===== config.mk =====
export PLATFORM = sky130hd
export DESIGN_NAME = pipe_hazard_ctrl
export DESIGN_NICKNAME = d
export VERILOG_FILES = /design/src/rtl/pipe_hazard_ctrl.sv
export SDC_FILE = /design/constraint.sdc
export NUM_CORES = 1
export LEC_CHECK = 0
export ABC_AREA = 1
export CAP_MARGIN = 20
export CELL_PAD_IN_SITES_DETAIL_PLACEMENT = 0
export CELL_PAD_IN_SITES_GLOBAL_PLACEMENT = 2
export CORE_ASPECT_RATIO = 1.5
export CORE_MARGIN = 5
export CORE_UTILIZATION = 27
export CTS_CLUSTER_DIAMETER = 60
export DETAILED_ROUTE_END_ITERATION = 8
export PLACE_DENSITY = 0.77
export SETUP_SLACK_MARGIN = 0.02
export SKIP_LAST_GASP = 1
export SYNTH_ARGS = -nofsm -noshare
export SYNTH_HDL_FRONTEND = slang
export SYNTH_SLANG_ARGS = --single-unit

===== constraint.sdc =====
create_clock -name clk -period 3.3 [get_ports clk]
set_input_delay 0.825 -clock clk [delete_from_list [all_inputs] [get_ports clk]]
set_output_delay 0.825 -clock clk [all_outputs]
set_load 0.02 [all_outputs]

===== src/rtl/pipe_hazard_ctrl.sv =====
// pipe_hazard_ctrl: load-use, mult/div, imem-wait and mispredict stall/flush control with perf counters
module pipe_hazard_ctrl #(
  parameter int MD_LATENCY = 32,
  parameter int MD_CNT_W = 6,
  parameter int CNT_W = 16
) (
  input  logic             clk,
  input  logic             reset,
  input  logic             id_valid_i,
  input  logic [4:0]       id_rs_i,
  input  logic [4:0]       id_rt_i,
  input  logic             id_uses_rt_i,
  input  logic             id_is_mfhilo_i,
  input  logic             id_is_md_i,
  input  logic             ex_mem_read_i,
  input  logic [4:0]       ex_rt_i,
  input  logic             ex_md_start_i,
  input  logic             ex_brn_mispred_i,
  input  logic             imem_ready_i,
  output logic             pc_hold_o,
  output logic             iss_hold_o,
  output logic             iss_clr_o,
  output logic             ex_clr_o,
  output logic             md_busy_o,
  output logic [CNT_W-1:0] stall_cnt_o,
  output logic [CNT_W-1:0] flush_cnt_o
);
  logic [MD_CNT_W-1:0] md_cnt;
  logic load_use, md_stall, id_stall;
  always_comb begin
    load_use = id_valid_i & ex_mem_read_i & (ex_rt_i != 5'd0) &
               ((ex_rt_i == id_rs_i) | (id_uses_rt_i & (ex_rt_i == id_rt_i)));
    md_busy_o = md_cnt != '0;
    md_stall = id_valid_i & (id_is_mfhilo_i | id_is_md_i) & (md_busy_o | ex_md_start_i);
    id_stall = load_use | md_stall;
    // reset gates the combinational controls so holds drop the instant reset rises
    pc_hold_o = ~reset & ~ex_brn_mispred_i & (id_stall | ~imem_ready_i);
    iss_hold_o = ~reset & ~ex_brn_mispred_i & id_stall;
    iss_clr_o = ~reset & (ex_brn_mispred_i | (~id_stall & ~imem_ready_i));
    ex_clr_o = ~reset & (ex_brn_mispred_i | id_stall);
  end
  always_ff @(posedge clk or posedge reset) begin
    if (reset) begin
      md_cnt <= '0;
      stall_cnt_o <= '0;
      flush_cnt_o <= '0;
    end else begin
      md_cnt <= ex_md_start_i ? MD_CNT_W'(MD_LATENCY) : (md_busy_o ? md_cnt - MD_CNT_W'(1) : md_cnt);
      if (id_stall & ~ex_brn_mispred_i & ~&stall_cnt_o) stall_cnt_o <= stall_cnt_o + CNT_W'(1);
      if (ex_brn_mispred_i & ~&flush_cnt_o) flush_cnt_o <= flush_cnt_o + CNT_W'(1);
    end
  end
endmodule


==> Flow_metrics.wiki, run 1 <==
{| class="wikitable"
! Metric !! Value
|-
| Status || completed
|-
| Sequential cell area || ~950 um^2
|-
| Synthesized cell area || roughly 2500 um^2
|-
| CTS tree || done
|-
| Number of clock sinks || 38
|-
| Antenna diode instance count || 0
|-
| Pwr per Cell Area || around 540 nW/um^2
|-
| Distinct cells, synth || 27
|-
| Final critical path time including I/O delays and setup || roughly 3.2 ns
|-
| Number of buffers created by CTS || 5
|-
| Worst path arrival time || ~2.3 ns
|-
| Maximum fanout count along the critical path || 4
|-
| Average routed wire per standard cell || 13.0 um
|-
| Post-Syn Nets || 375
|-
| Maximum root-to-sink buffer count || 2
|-
| Count of flip-flops with a built-in enable after synthesis || 0
|-
| Die height || roughly 130 um
|-
| Root Driver || sky130_fd_sc_hd__clkbuf_16
|-
| HPWL after DPL || roughly 5300 um
|-
| Fraction of post-synthesis cell area in the top cell type by area || 38.4%
|-
| Most used cells in the layout excluding fill and tap cells || sky130_fd_sc_hd__nand2_1 (106), sky130_fd_sc_hd__inv_1 (56), sky130_fd_sc_hd__clkdlybuf4s50_1 (55)
|-
| DIE AREA || 11200 um^2
|-
| Leading post-synthesis cells by cell area || sky130_fd_sc_hd__dfrtp_1 (38%), sky130_fd_sc_hd__nand2_1 (16%), sky130_fd_sc_hd__inv_1 (8.5%)
|-
| Post-synthesis async set-or-reset flop share || 100%
|-
| Number of inserted filler cells in the final layout || between 900 and 1k
|-
| Synth Area per Inst || roughly 7.2 um^2
|-
| Remaining Overflow, GRT || 0
|-
| Antenna violations before repair || 0
|-
| Warning count from the yosys run || 0
|-
| Largest net degree at the start of global routing || 39
|-
| Number of endpoints failing setup at the final stage || 0
|-
| Setup fix buffers added after clock tree synthesis || 0
|-
| Placeable core region || between 8000 and 9000 um^2
|-
| Count of buffers from port buffering || 61
|-
| Multi-input gate area || about 1300 um^2
|-
| Clock latency reported for the late side of the worst-skew pair || around 0.28 ns
|-
| Power Total || between 1500 and 2000 uW
|-
| VDD IR max || approximately 390 uV
|-
| Period Utilization, post-route || between 90% and 100%
|-
| Remaining antenna violation count || 0
|-
| Initial Utilization || between 20 and 30%
|-
| Cell accounting for the most synthesized area || sky130_fd_sc_hd__dfrtp_1
|-
| Placer Congestion || between 0.7 and 0.8
|-
| Critical path endpoint category || primary output
|-
| Io pins || 62
|-
| Slew at the pin with the worst max-slew slack || about 0.7 ns
|-
| Kind of start point of the critical path || primary input
|-
| Post-Syn Instances || 346
|-
| Max Freq || roughly 320 MHz
|-
| Total routing resource utilization after global routing || between 10% and 20%
|-
| Via Count || roughly 2.4k
|-
| Tightest hold margin || 0.481 ns
|-
| Commonest non-fill, non-tap cell in the layout || sky130_fd_sc_hd__nand2_1
|-
| CTS H-tree depth || 2
|-
| Global-route wire length before repair || 11500 um
|-
| Pre-Repair DR Iteration Count || 4
|-
| First element of the critical path || ex_rt_i[0]
|-
| Share of final-layout standard cells stronger than drive strength 1 || 7.00%
|-
| Number of max-slew violations in the final report || 0
|-
| Unrepaired setup endpoints after global routing || yes
|-
| Portion of the post-synthesis area used by sequential elements || about two fifths
|-
| Standard-cell rows || 42
|-
| Post-synth top flop || sky130_fd_sc_hd__dfrtp_1
|-
| Final Hold Violating Endpoints || 0
|-
| Die Width || around 88 um
|-
| Number of vias per cell after detailed routing || ~4.6
|-
| Routed wire length || about 7000 um
|-
| Remaining max-slew budget at the tightest pin || just over 50%
|-
| Leakage || 0.00164 uW
|-
| CTS clock-pin slew for the worst setup and hold paths || ~0.050 ns
|-
| Hold WC Path Type || register to register
|-
| Start point of the worst hold path || md_cnt[3]$_DFFE_PP0P_
|-
| Post-route DRC || 0
|-
| Layout Skew || about 0.0043 ns
|-
| Drt initial violations || roughly 110
|-
| Reg-to-reg startpoint || stall_cnt_o[0]$_DFFE_PP0P_
|-
| Crit Path Category || primary input to primary output
|-
| Endpoint required time on the critical path || roughly 2.5 ns
|-
| Area growth syn-to-layout || 35.8%
|-
| Final Net Count || 444
|-
| Synth Register Bits || 38
|-
| Via count of the first global-routing pass || around 2.4k
|-
| Max-cap check violation count || 0
|}
-- cell type report --
| class | count | area share, % |
|---|---|---|
| tap | 110 | 4.10 |
| inverter | 58 | 6.55 |
| sequential | 38 | 28.3 |
| clock buffer | 6 | 4.13 |
| multi-input combinational | 244 | 37.6 |
| timing repair buffer | 68 | 19.4 |
-- synth_stat cells, drive strengths merged (4+ instances only) --
| master | number |
|---|---|
| buf | 4 |
| dfrtp | 38 |
| ha | 4 |
| inv | 57 |
| nand2 | 109 |
| nand3 | 29 |
| nand4 | 23 |
| nor2 | 26 |
| nor3 | 10 |
| o21ai | 11 |
| xnor2 | 8 |
| xor2 | 16 |
-- logic make-up after synthesis --
| group | Yosys count | share of synthesized area [%] |
|---|---|---|
| buffers and inverters | 64 | 10.8 |
| xor gates and xnor gates | 24 | 8.49 |
| and+or+nand+nor | 199 | 36.3 |
| AOI/OAI and AO/OA | 17 | 3.94 |
| adders and majority gates | 4 | 2.02 |
| DFF | 38 | 38.4 |
-- through the flow --
step	cell area, um^2	setup TNS, ns	setup slack, ns	utilization, %	cells
floorplan	2470	0	0.217	-	346
global placement	3230	-1.08	-0.328	36.4	518
detailed placement	3230	-1.06	-0.348	36.4	518
CTS	3370	-0.0831	-0.0831	37.9	524
global route	3360	-0.0229	-0.0229	37.8	524
finish	3360	0	0.143	37.8	524
-- power by group --
group	switching [uW]	internal, uW	total [uW]
Sequential	110	566	675
Clock	182	292	475
Combinational	370	290	660
Total	662	1150	1810
-- worst max-delay path, cell delays in order --
cell and delay [ns]:
sky130_fd_sc_hd__clkdlybuf4s50_1 0.51, sky130_fd_sc_hd__inv_1 0.08, sky130_fd_sc_hd__nand2_1 0.06, sky130_fd_sc_hd__nand2_1 0.04
sky130_fd_sc_hd__nor2_1 0.12, sky130_fd_sc_hd__nand3_1 0.09, sky130_fd_sc_hd__nand2_1 0.07, sky130_fd_sc_hd__nand2_1 0.06
sky130_fd_sc_hd__nand2_2 0.11, sky130_fd_sc_hd__nand2_1 0.08, sky130_fd_sc_hd__o21ai_1 0.12, sky130_fd_sc_hd__buf_2 0.17
-- flip-flops by register name, indices dropped and copies added, names as in the netlist --
name	flops
stall_cnt_o	16
flush_cnt_o	16
md_cnt	6
-- final timing paths --
path	to	slack [ns]	cells past startpoint
max in group asynchronous	stall_cnt_o[5]$_DFFE_PP0P_	1.84	3
worst max register to register	stall_cnt_o[13]$_DFFE_PP0P_	1.25	9
worst min register to register	md_cnt[3]$_DFFE_PP0P_	0.48	1
worst min-delay path	md_cnt[3]$_DFFE_PP0P_	0.48	1
min in group asynchronous	flush_cnt_o[3]$_DFFE_PP0P_	1.10	3
worst max-delay path	pc_hold_o	0.14	12
-- metal layers --
metal,global-route usage (%),share of wire (%),vias up
met3,2.51,5.2,8
met5,0,0,-
met1,15.5,41,1098
li1,-,-,1240
met4,4.80,2.0,0
met2,22.7,52,52
-- repair_timing --
item,CTS,global route
setup endpoints to repair,4,4
hold buffers,0,0
cloned,0,0
gates resized for setup,7,15
pin swaps,0,1
(Power assumes the default switching activity.)
==> inputs of run 2 (changes only) <==
--- a/config.mk
+++ b/config.mk
@@ -15,6 +15,7 @@
 export CTS_CLUSTER_DIAMETER = 60
 export DETAILED_ROUTE_END_ITERATION = 8
 export PLACE_DENSITY = 0.77
+export RECOVER_POWER = 25
 export SETUP_SLACK_MARGIN = 0.02
 export SKIP_LAST_GASP = 1
 export SYNTH_ARGS = -nofsm -noshare
==> run 2 against run 1 <==
Cell count is the same. Clock skew decreased by 0.00088 ns. Sequential share of layout area grew 0.053 points. First-iteration DRC count stayed put. Cell area is 0.19% lower. Core utilization is 0.070 points lower. Critical path type unchanged. Critical endpoint unchanged. Largest power group unchanged.
==> Flow_metrics.wiki, run 2 (synthesis gave the netlist of run 1 again) <==
{| class="wikitable"
! Metric !! Value
|-
| Antenna violations before repair || 0 (unchanged)
|-
| Remaining antenna violation count || 0 (unchanged)
|-
| Number of clock sinks || 38 (unchanged)
|-
| Remaining Overflow, GRT || 0 (unchanged)
|-
| Pre-Repair DR Iteration Count || 4 (unchanged)
|-
| Max-cap check violation count || 0 (unchanged)
|-
| Setup fix buffers added after clock tree synthesis || 0 (unchanged)
|-
| Number of endpoints failing setup at the final stage || 0 (unchanged)
|-
| Crit path setup slack, layout || 0.145 ns (+0.00215 ns)
|-
| Most used cells in the layout excluding fill and tap cells || sky130_fd_sc_hd__nand2_1 (106), sky130_fd_sc_hd__inv_1 (56), sky130_fd_sc_hd__clkdlybuf4s50_1 (53)
|-
| VDD IR max || 388 uV (+0.10%)
|-
| Commonest non-fill, non-tap cell in the layout || sky130_fd_sc_hd__nand2_1
|-
| Io pins || 62 (unchanged)
|-
| Drt initial violations || 106 (unchanged)
|-
| Critical path endpoint category || primary output
|-
| Number of inserted filler cells in the final layout || 974 (+0.21%)
|-
| CTS clock-pin slew for the worst setup and hold paths || 0.05 ns (about the same)
|-
| Kind of start point of the critical path || primary input
|-
| Maximum root-to-sink buffer count || 2 (unchanged)
|-
| Core occupancy in the finished layout || 37.8% (-0.070 points)
|-
| Layout Skew || 0.00344 ns (-0.000876 ns)
|-
| Hold WC Path Type || register to register
|-
| Post-route cell area || 3350 um^2 (-0.19%)
|-
| Status || completed
|-
| Maximum fanout count along the critical path || 4 (unchanged)
|-
| HPWL after DPL || 5310 um (unchanged)
|-
| Number of vias per cell after detailed routing || 4.57 (about the same)
|-
| Final critical path time including I/O delays and setup || 3.16 ns (-0.00215 ns)
|-
| Count of buffers from port buffering || 61 (unchanged)
|-
| Dominant cell type by count on the critical path || sky130_fd_sc_hd__nand2_1
|-
| Share of final-layout standard cells stronger than drive strength 1 || 6.76% (-0.24 points)
|-
| Endpoint required time on the critical path || 2.47 ns (about the same)
|-
| Die Width || 88.2 um (unchanged)
|-
| Placer Congestion || 0.799 (unchanged)
|-
| Setup TNS || 0 ns (unchanged)
|-
| DIE AREA || 11200 um^2 (unchanged)
|-
| Clock latency reported for the late side of the worst-skew pair || 0.28 ns (about the same)
|-
| Die height || 127 um (unchanged)
|-
| Slew at the pin with the worst max-slew slack || 1.00 ns (+0.281 ns)
|-
| Area growth syn-to-layout || 35.5%
|-
| Critical-path top delay cell || sky130_fd_sc_hd__clkdlybuf4s50_1
|-
| Critical path's largest stage delay || 0.51 ns (about the same)
|-
| Top Registers || flush_cnt_o (16), stall_cnt_o (16), md_cnt (6)
|-
| Largest net degree at the start of global routing || 39 (unchanged)
|-
| Worst path arrival time || 2.33 ns (about the same)
|-
| Initial Utilization || 27.9% (unchanged)
|-
| Multi-input gate area || 1260 um^2 (unchanged)
|-
| CTS tree || done
|-
| Via count of the first global-routing pass || 2407 (unchanged)
|-
| Average routed wire per standard cell || 13.0 um (+0.21%)
|-
| Sequential cell area || 951 um^2 (unchanged)
|-
| Standard-cell rows || 42 (unchanged)
|-
| Buffers and inverters on the worst path || 3 (unchanged)
|-
| Via Count || 2397 (-0.042%)
|-
| Routed wire length || 6840 um (+0.21%)
|-
| Worst-case setup slack after placement || -0.348 ns (unchanged)
|-
| Root Driver || sky130_fd_sc_hd__clkbuf_16
|-
| Max Freq || 317 MHz (about the same)
|-
| Crit Path Category || primary input to primary output
|-
| Number of max-slew violations in the final report || 0 (unchanged)
|-
| Antenna diode instance count || 0 (unchanged)
|-
| Unrepaired setup endpoints after global routing || yes
|-
| Family with the most delay on the worst path || buffers and inverters
|-
| Placed instance area || 3230 um^2 (unchanged)
|-
| Remaining max-slew budget at the tightest pin || 33.4% (-18 points)
|-
| Pwr per Cell Area || 538 nW/um^2 (about the same)
|-
| Period Utilization, post-route || 95.6% (about the same)
|-
| CTS H-tree depth || 2 (unchanged)
|-
| Total routing resource utilization after global routing || 13.0% (unchanged)
|-
| Final Hold Violating Endpoints || 0 (unchanged)
|-
| Global-route wire length before repair || 11500 um (unchanged)
|-
| Post-route DRC || 0 (unchanged)
|-
| Number of buffers created by CTS || 5 (unchanged)
|-
| Leakage || 0.00164 uW (-0.24%)
|-
| Final Net Count || 444 (unchanged)
|-
| Placeable core region || 8880 um^2 (unchanged)
|-
| Post-cts hold buffer count || 0 (unchanged)
|-
| Cell chain of the critical path || clkdlybuf4s50_1 > inv_1 > nand2_1 > nand2_1 > nor2_1 > nand3_1 > nand2_1 > nand2_1 > nand2_2 > nand2_1 > o21ai_1 > buf_2
|}
run 2: cell types whose count changed in the layout (fill, tap and decap cells not counted):
cell / change
sky130_fd_sc_hd__clkbuf_2: +1
sky130_fd_sc_hd__buf_4: -3
sky130_fd_sc_hd__clkdlybuf4s50_1: -2
sky130_fd_sc_hd__clkbuf_1: +1
sky130_fd_sc_hd__dlygate4sd3_1: +2
sky130_fd_sc_hd__clkbuf_4: +1
run 2: where the power goes:
part / leakage, uW / internal, uW / total, uW / switching [uW]
registers: 0.000493 / 566 / 675 / 109
logic: 0.00108 / 288 / 658 / 370
clock network: 0.0000688 / 292 / 473 / 181
run 2: routing by layer:
metal,global-route usage [%],part of all wire (%),up-vias
met2,22.7,51,54
met4,4.80,2.0,0
met5,0,0,-
li1,-,-,1238
met1,15.5,41,1097
met3,2.51,5.6,8
run 2: metrics by stage:
stage	hold WS [ns]	instances	total power, uW
CTS	0.483	524	1850
global placement	0.462	518	1350
global route	0.531	524	1950
floorplan	0.445	346	1070
finish	0.481	524	1810
detailed placement	0.467	518	1350
run 2: worst paths after layout:
check                                      startpoint                          end  slack [ns]  cells after the start
hold / removal                  md_cnt[3]$_DFFE_PP0P_        md_cnt[3]$_DFFE_PP0P_        0.48                      1
min in group asynchronous                       reset   flush_cnt_o[3]$_DFFE_PP0P_        1.42                      3
hold reg to reg                 md_cnt[3]$_DFFE_PP0P_        md_cnt[3]$_DFFE_PP0P_        0.48                      1
setup reg to reg           stall_cnt_o[0]$_DFFE_PP0P_  stall_cnt_o[13]$_DFFE_PP0P_        1.24                      9
setup / recovery                           ex_rt_i[0]                    pc_hold_o        0.14                     12
max in group asynchronous                       reset   stall_cnt_o[5]$_DFFE_PP0P_        1.26                      3
run 2: what timing repair did:
item	4_1_cts	5_1_grt
endpoints found under the setup margin	4	4
hold endpoints to repair	0	0
pin swaps	0	1
gates resized for setup	7	15
run 2: final cells by class:
class                   instances  area share [%]
clock buffers                   6            4.14
inverters                      58            6.56
multi-input cells             244            37.6
flip-flops and latches         38            28.3
well taps                     110            4.10
repair buffers                 68            19.2
==> RTL edit 1, RTL diff (settings of run 1) <==
Put one more register stage on the output `flush_cnt_o`, cleared by the reset. The value now appears one clock later. The other outputs are not delayed to match.
--- a/src/rtl/pipe_hazard_ctrl.sv
+++ b/src/rtl/pipe_hazard_ctrl.sv
@@ -25,6 +25,8 @@
   output logic [CNT_W-1:0] stall_cnt_o,
   output logic [CNT_W-1:0] flush_cnt_o
 );
+
+  logic [CNT_W-1:0] flush_cnt_s0;
   logic [MD_CNT_W-1:0] md_cnt;
   logic load_use, md_stall, id_stall;
   always_comb begin
@@ -43,12 +45,20 @@
     if (reset) begin
       md_cnt <= '0;
       stall_cnt_o <= '0;
-      flush_cnt_o <= '0;
+      flush_cnt_s0 <= '0;
     end else begin
       md_cnt <= ex_md_start_i ? MD_CNT_W'(MD_LATENCY) : (md_busy_o ? md_cnt - MD_CNT_W'(1) : md_cnt);
       if (id_stall & ~ex_brn_mispred_i & ~&stall_cnt_o) stall_cnt_o <= stall_cnt_o + CNT_W'(1);
-      if (ex_brn_mispred_i & ~&flush_cnt_o) flush_cnt_o <= flush_cnt_o + CNT_W'(1);
+      if (ex_brn_mispred_i & ~&flush_cnt_s0) flush_cnt_s0 <= flush_cnt_s0 + CNT_W'(1);
     end
   end
+  always_ff @(posedge clk or posedge reset) begin
+    if (reset) begin
+      flush_cnt_o <= '0;
+    end else begin
+      flush_cnt_o <= flush_cnt_s0;
+    end
+  end
+
 endmodule
 
Check against the original RTL: not equivalent (a bounded check fails within 4 cycles, from zero or initial values and one cycle with reset high).
==> RTL edit 1 against run 1 <==
  * Wire length up 3.6%
  * Setup slack better by 0.023 ns
  * Final cell count up 8.8%
  * Area after synthesis up 14%
  * Non-clock buffer count up 1
  * Cell area up 12%
  * Global-route usage down 1.4 points
  * Sequential share of layout area up 7.5 points
  * Die area up 13%
  * Total power up 8.6%
  * Core utilization down 0.80 points
  * Register-to-register slack about the same
  * Sequential cell count up 16
  * Highest routed layer unchanged
==> RTL edit 1: results (changes against run 1) <==
Outcome:
- The run finished with clean final reports.

Power and ir drop:
- The worst vdd rail ir drop is 0.263 mV (-32%).
- The total power divided by cell area is 521 nW/um2 (-3.3%).
- The reported clock group power is 0.518 mW (+9.1%).

Critical path:
- The signal arrival time at the worst endpoint is 2.31 ns (-0.02 ns).
- The maximum cell stage delay along the critical path is 0.56 ns (+0.05 ns).
- The endpoint identified for the worst register-to-register timing path is stall_cnt_o[6].
- The highest net fanout along the worst path is 5 (+1).

Global route:
- The met1 routing resource usage after global routing is 14.4% (-1.1 points).
- The total global-route track usage was 11.6% (-1.4 points).
- The met2 usage is 19.1% (-3.5 points).
- The pin count of the biggest net entering global routing is 33 (-15%).
- The fraction of met3 tracks used by global routing was 3.11% (+0.60 points).

Routing:
- The DRC marker count from the first detailed-route iteration is 146 (+38%).
- The total vias in the final route is 2430 (+1.3%).
- The detailed-routed wire length on met3 is 384 um (+7.3%).
- The routed length on met2 is 3330 um (-5.2%).
- The total routed wire length on the met1 layer was 3230 um (+15%).
- The routed wire length per instance came to 12.4 um (-4.8%).
- The number of detailed-routing iterations run before antenna repair came to 5 (+1).

Placement:
- The post-placement cell area came to 3640 um2 (+13%).
- The final weighted congestion in routability-driven placement was 0.783 (-1.9%).
- The total placed cells including tap cells is 563 (+8.7%).

CTS:
- The number of gates resized after cts was 13 (+6).
- The clock-pin transition on the worst setup and hold timing paths is 0.07 ns (+0.02 ns).

Synthesis:
- The post-synthesis net count is 387 (+3.2%).
- Yosys attributes the largest share of cell area to dfrtp_1 (48%), nand2_1 (15%), inv_1 (7.2%), xor2_1 (5.0%), nand4_1 (4.2%).
- The synthesized netlist cell count is 358 (+3.5%).
- By count the netlist is led by nand2_1 (114), dfrtp_1 (54), inv_1 (54).

STA:
- The largest clock skew in the final design came to 0.00426 ns (-0.0000567 ns).
- The worst slack on hold paths is 0.411 ns (-0.0695 ns).

Layout:
- The fraction of final layout cells sized beyond drive strength 1 is 6.53% (-0.48 points).
- In the final layout, the registers with the most flip-flops are flush_cnt_o: 16 flops, flush_cnt_s0: 16 flops, stall_cnt_o: 16 flops.
==> RTL edit 1: changes by cell type in the layout (fill, tap and decap cells not counted), moves of 2 or more <==
| cell | run 1 | this run |
|---|---|---|
| o21ai_0 | 10 | 5 |
| dfrtp_1 | 38 | 54 |
| buf_2 | 2 | 0 |
| nor4_1 | 2 | 0 |
| xnor2_1 | 8 | 11 |
| inv_1 | 56 | 53 |
| nand2_1 | 106 | 114 |
| nand4_1 | 23 | 19 |
| buf_4 | 8 | 10 |
| clkinvlp_4 | 0 | 3 |
| nor3_1 | 9 | 6 |
| nand3b_1 | 0 | 2 |
| nand3_1 | 26 | 23 |
| nor2_1 | 23 | 28 |
==> RTL edit 1: how the worst max path moves through the flow <==
| stage | slack (ns) | depth (start not counted) | startpoint | endpoint |
|---|---|---|---|---|
| after detailed placement | -0.35 | 12 | ex_rt_i[4] | pc_hold_o |
| final | 0.17 | 12 | ex_rt_i[0] | pc_hold_o |
| after CTS | 0.04 | 11 | ex_rt_i[3] | iss_clr_o |
| after global routing | 0.03 | 12 | ex_rt_i[0] | pc_hold_o |
| after floorplan | 0.43 | 3 | reset | pc_hold_o |
| after global placement | -0.31 | 12 | ex_rt_i[4] | pc_hold_o |
==> RTL edit 1: area by class of cell <==
type                            count  area [um2]
Multi-Input combinational cell    244        1240
Sequential cell                    54        1350
Fill cell                        1077        6420
Clock inverter                      2        15.0
Timing Repair Buffer               69         659
Clock buffer                        5         125
Tap cell                          141         176
Inverter                           55         210
==> RTL edit 1: cells by family after synthesis <==
family,after synthesis,synth area share [%]
AND/OR/NAND/NOR,199,30.7
buffers and inverters,60,8.46
flip-flops,54,47.9
XOR/XNOR,27,8.37
AO/OA/AOI/OAI,14,2.84
adder cells (fa/ha/maj),4,1.77
==> RTL edit 2, RTL diff (config.mk and constraints of run 1) <==
Without the edit above. Set the parameter `CNT_W` to 18 (it was 16).
--- a/src/rtl/pipe_hazard_ctrl.sv
+++ b/src/rtl/pipe_hazard_ctrl.sv
@@ -2,7 +2,7 @@
 module pipe_hazard_ctrl #(
   parameter int MD_LATENCY = 32,
   parameter int MD_CNT_W = 6,
-  parameter int CNT_W = 16
+  parameter int CNT_W = 18
 ) (
   input  logic             clk,
   input  logic             reset,
Interface: changed (resized flush_cnt_o and stall_cnt_o); port bits go from 62 to 66. The function was not compared with the original's and may differ.
==> RTL edit 2 against run 1 <==
  * Critical path depth unchanged
  * Area after synthesis increased by 12%
  * Critical path type unchanged
  * Setup slack worse by 0.037 ns
  * Cell area rose by 12%
  * Wire length up 19%
  * Clock power rose by 20%
  * Combinational power shrank 2%
  * Clock skew is 0.0048 ns higher
  * Non-clock buffer count increased by 9
  * Worst hold slack about the same
  * Total power grew 6.9%
  * Sequential cell count up 4
  * Count of clock-buffer cells in the layout did not move
==> RTL edit 2: results (changes against run 1) <==
Layout:
- The fraction of final layout cells sized beyond drive strength 1 is 7.84% (+0.83 points).
- In the final layout, the registers with the most flip-flops are flush_cnt_o: 18 flops, stall_cnt_o: 18 flops, md_cnt: 6 flops.
- The net total in the final layout is 500 (+13%).
- The count of multi-input gates came to 295 (+21%).
- The fill cell instance count of the final layout is 1104 (+14%).
- The number of non-clock inverters in the layout was 50 (-14%).
- The non-clock buffering overhead in the final layout is 19.1% (-0.22 points).
- The sequential fraction of total cell area is 27.9% (-0.38 points).
- The relative area of clock buffers and inverters in the final design was 4.42% (+0.29 points).
- The multi-input combinational area share is 39.6% (+2.0 points).

Placement:
- The HPWL after detailed placement is 6220 um (+17%).
- The final weighted congestion in routability-driven placement came to 0.841 (+5.3%).
- The post-placement cell area came to 3620 um2 (+12%).
- The count of buffers from port buffering is 65 (+6.6%).

Critical path:
- The first element of the critical path is ex_rt_i[3].
- The signal arrival time at the worst endpoint is 2.37 ns (+0.04 ns).
- The startpoint identified for the worst register-to-register timing path is flush_cnt_o[0].

Global route:
- The met2 usage is 24.9% (+2.3 points).
- The via count of the first global-routing pass is 2747 (+14%).
- The wire length of the first global-routing pass is 13600 um (+19%).
- The total global-route track usage is 13.7% (+0.67 points).
- The fraction of met3 tracks used by global routing came to 2.69% (+0.18 points).
- The pin count of the biggest net entering global routing is 25 (-36%).
- The met1 routing resource usage after global routing is 15.4% (-0.082 points).

Routing:
- The detailed-routed wire length on met3 is 362 um (+1.1%).
- The routed length on met2 is 4200 um (+19%).
- The total routed wire length on the met1 layer is 3370 um (+20%).
- The final wirelength is 8110 um (+19%).
- The DRC marker count from the first detailed-route iteration is 127 (+20%).
- The total vias in the final route is 2771 (+16%).
- The number of detailed-routing iterations run before antenna repair is 4 (unchanged).

Synthesis:
- The fraction of the mapped netlist area in adder cells is 1.80% (-0.22 points).
- Ranked by total cell area, the synthesized netlist is headed by dfrtp_1 (38%), nand2_1 (19%), inv_1 (6.3%), xor2_1 (6.0%), nand3_1 (5.2%).
- The sequential area share after synthesis was 37.8% (-0.67 points).
- The post-synthesis compound-gate area fraction is 3.69% (-0.26 points).
- The netlist area before placement is 2780 um2 (+12%).
- Ranked by instance count, the synthesized netlist is headed by nand2_1 (139), inv_1 (47), dfrtp_1 (42).
- The number of synthesized register bits was 42 (+11%).
- The post-synthesis net count was 424 (+13%).
- The xor and xnor area share after synthesis is 7.87% (-0.63 points).
- The count of distinct cell types in the synthesized netlist is 33 (+22%).

STA:
- The largest clock skew in the final design came to 0.00916 ns (+0.00484 ns).
- The worst slew slack as a fraction of its limit is 64.3% (+13 points).

Outcome:
- The flow ran to the end, and the final reports show no timing, DRC or antenna violations.

Power and ir drop:
- The total leakage power is 1.86 nW (+13%).
- The worst vdd rail ir drop is 0.198 mV (-49%).

CTS:
- The clock network latency to the later pin of the worst-skew pair is between 0.2 and 0.3 ns.
[RTL edit 2: report_power, final]
part	internal, mW	switching, mW	total (mW)
registers	0.610	0.110	0.720
clock network	0.358	0.212	0.570
logic	0.283	0.363	0.645
total	1.25	0.685	1.93
[RTL edit 2: cell families (layout without fill, tap and decap cells)]
group,count (synthesis),in the layout
buffers and inverters,58,135
AND/OR/NAND/NOR,249,249
XOR/XNOR,25,25
AO/OA/AOI/OAI,17,17
flip-flops,42,42
adder cells (fa/ha/maj),4,4
[RTL edit 2: worst paths after layout]
path / slack (ns) / to / cells past startpoint
worst max-delay path: 0.11 / pc_hold_o / 12
worst min-delay path: 0.48 / md_cnt[3] / 1
worst max register to register: 1.21 / flush_cnt_o[7] / 8
worst min register to register: 0.48 / md_cnt[3] / 1
max in group asynchronous: 2.10 / stall_cnt_o[9] / 3
min in group asynchronous: 0.99 / md_cnt[5] / 3
[RTL edit 2: stage by stage]
| stage | utilization, % | worst slack, ns | hold slack, ns | std cells |
|---|---|---|---|---|
| 6_report | 37.1 | 0.106 | 0.481 | 589 |
| 4_1_cts | 37.3 | -0.0869 | 0.482 | 589 |
| 3_5_place_dp | 35.7 | -0.368 | 0.474 | 581 |
| 2_1_floorplan | - | 0.125 | 0.445 | 395 |
| 5_1_grt | 37.1 | -0.0643 | 0.532 | 589 |
| 3_3_place_gp | 35.7 | -0.328 | 0.469 | 581 |
[RTL edit 2: critical path: cells and delay by family]
family,cells,cell delay (ns)
simple gates,8,0.59
compound gates,1,0.15
buf+inv,3,0.77
[RTL edit 2: timing repair]
action	4_1_cts	5_1_grt
gates cloned	0	0
buffers inserted	0	0
endpoints found under the setup margin	4	4
resized for setup	6	8
hold endpoints to repair	0	0
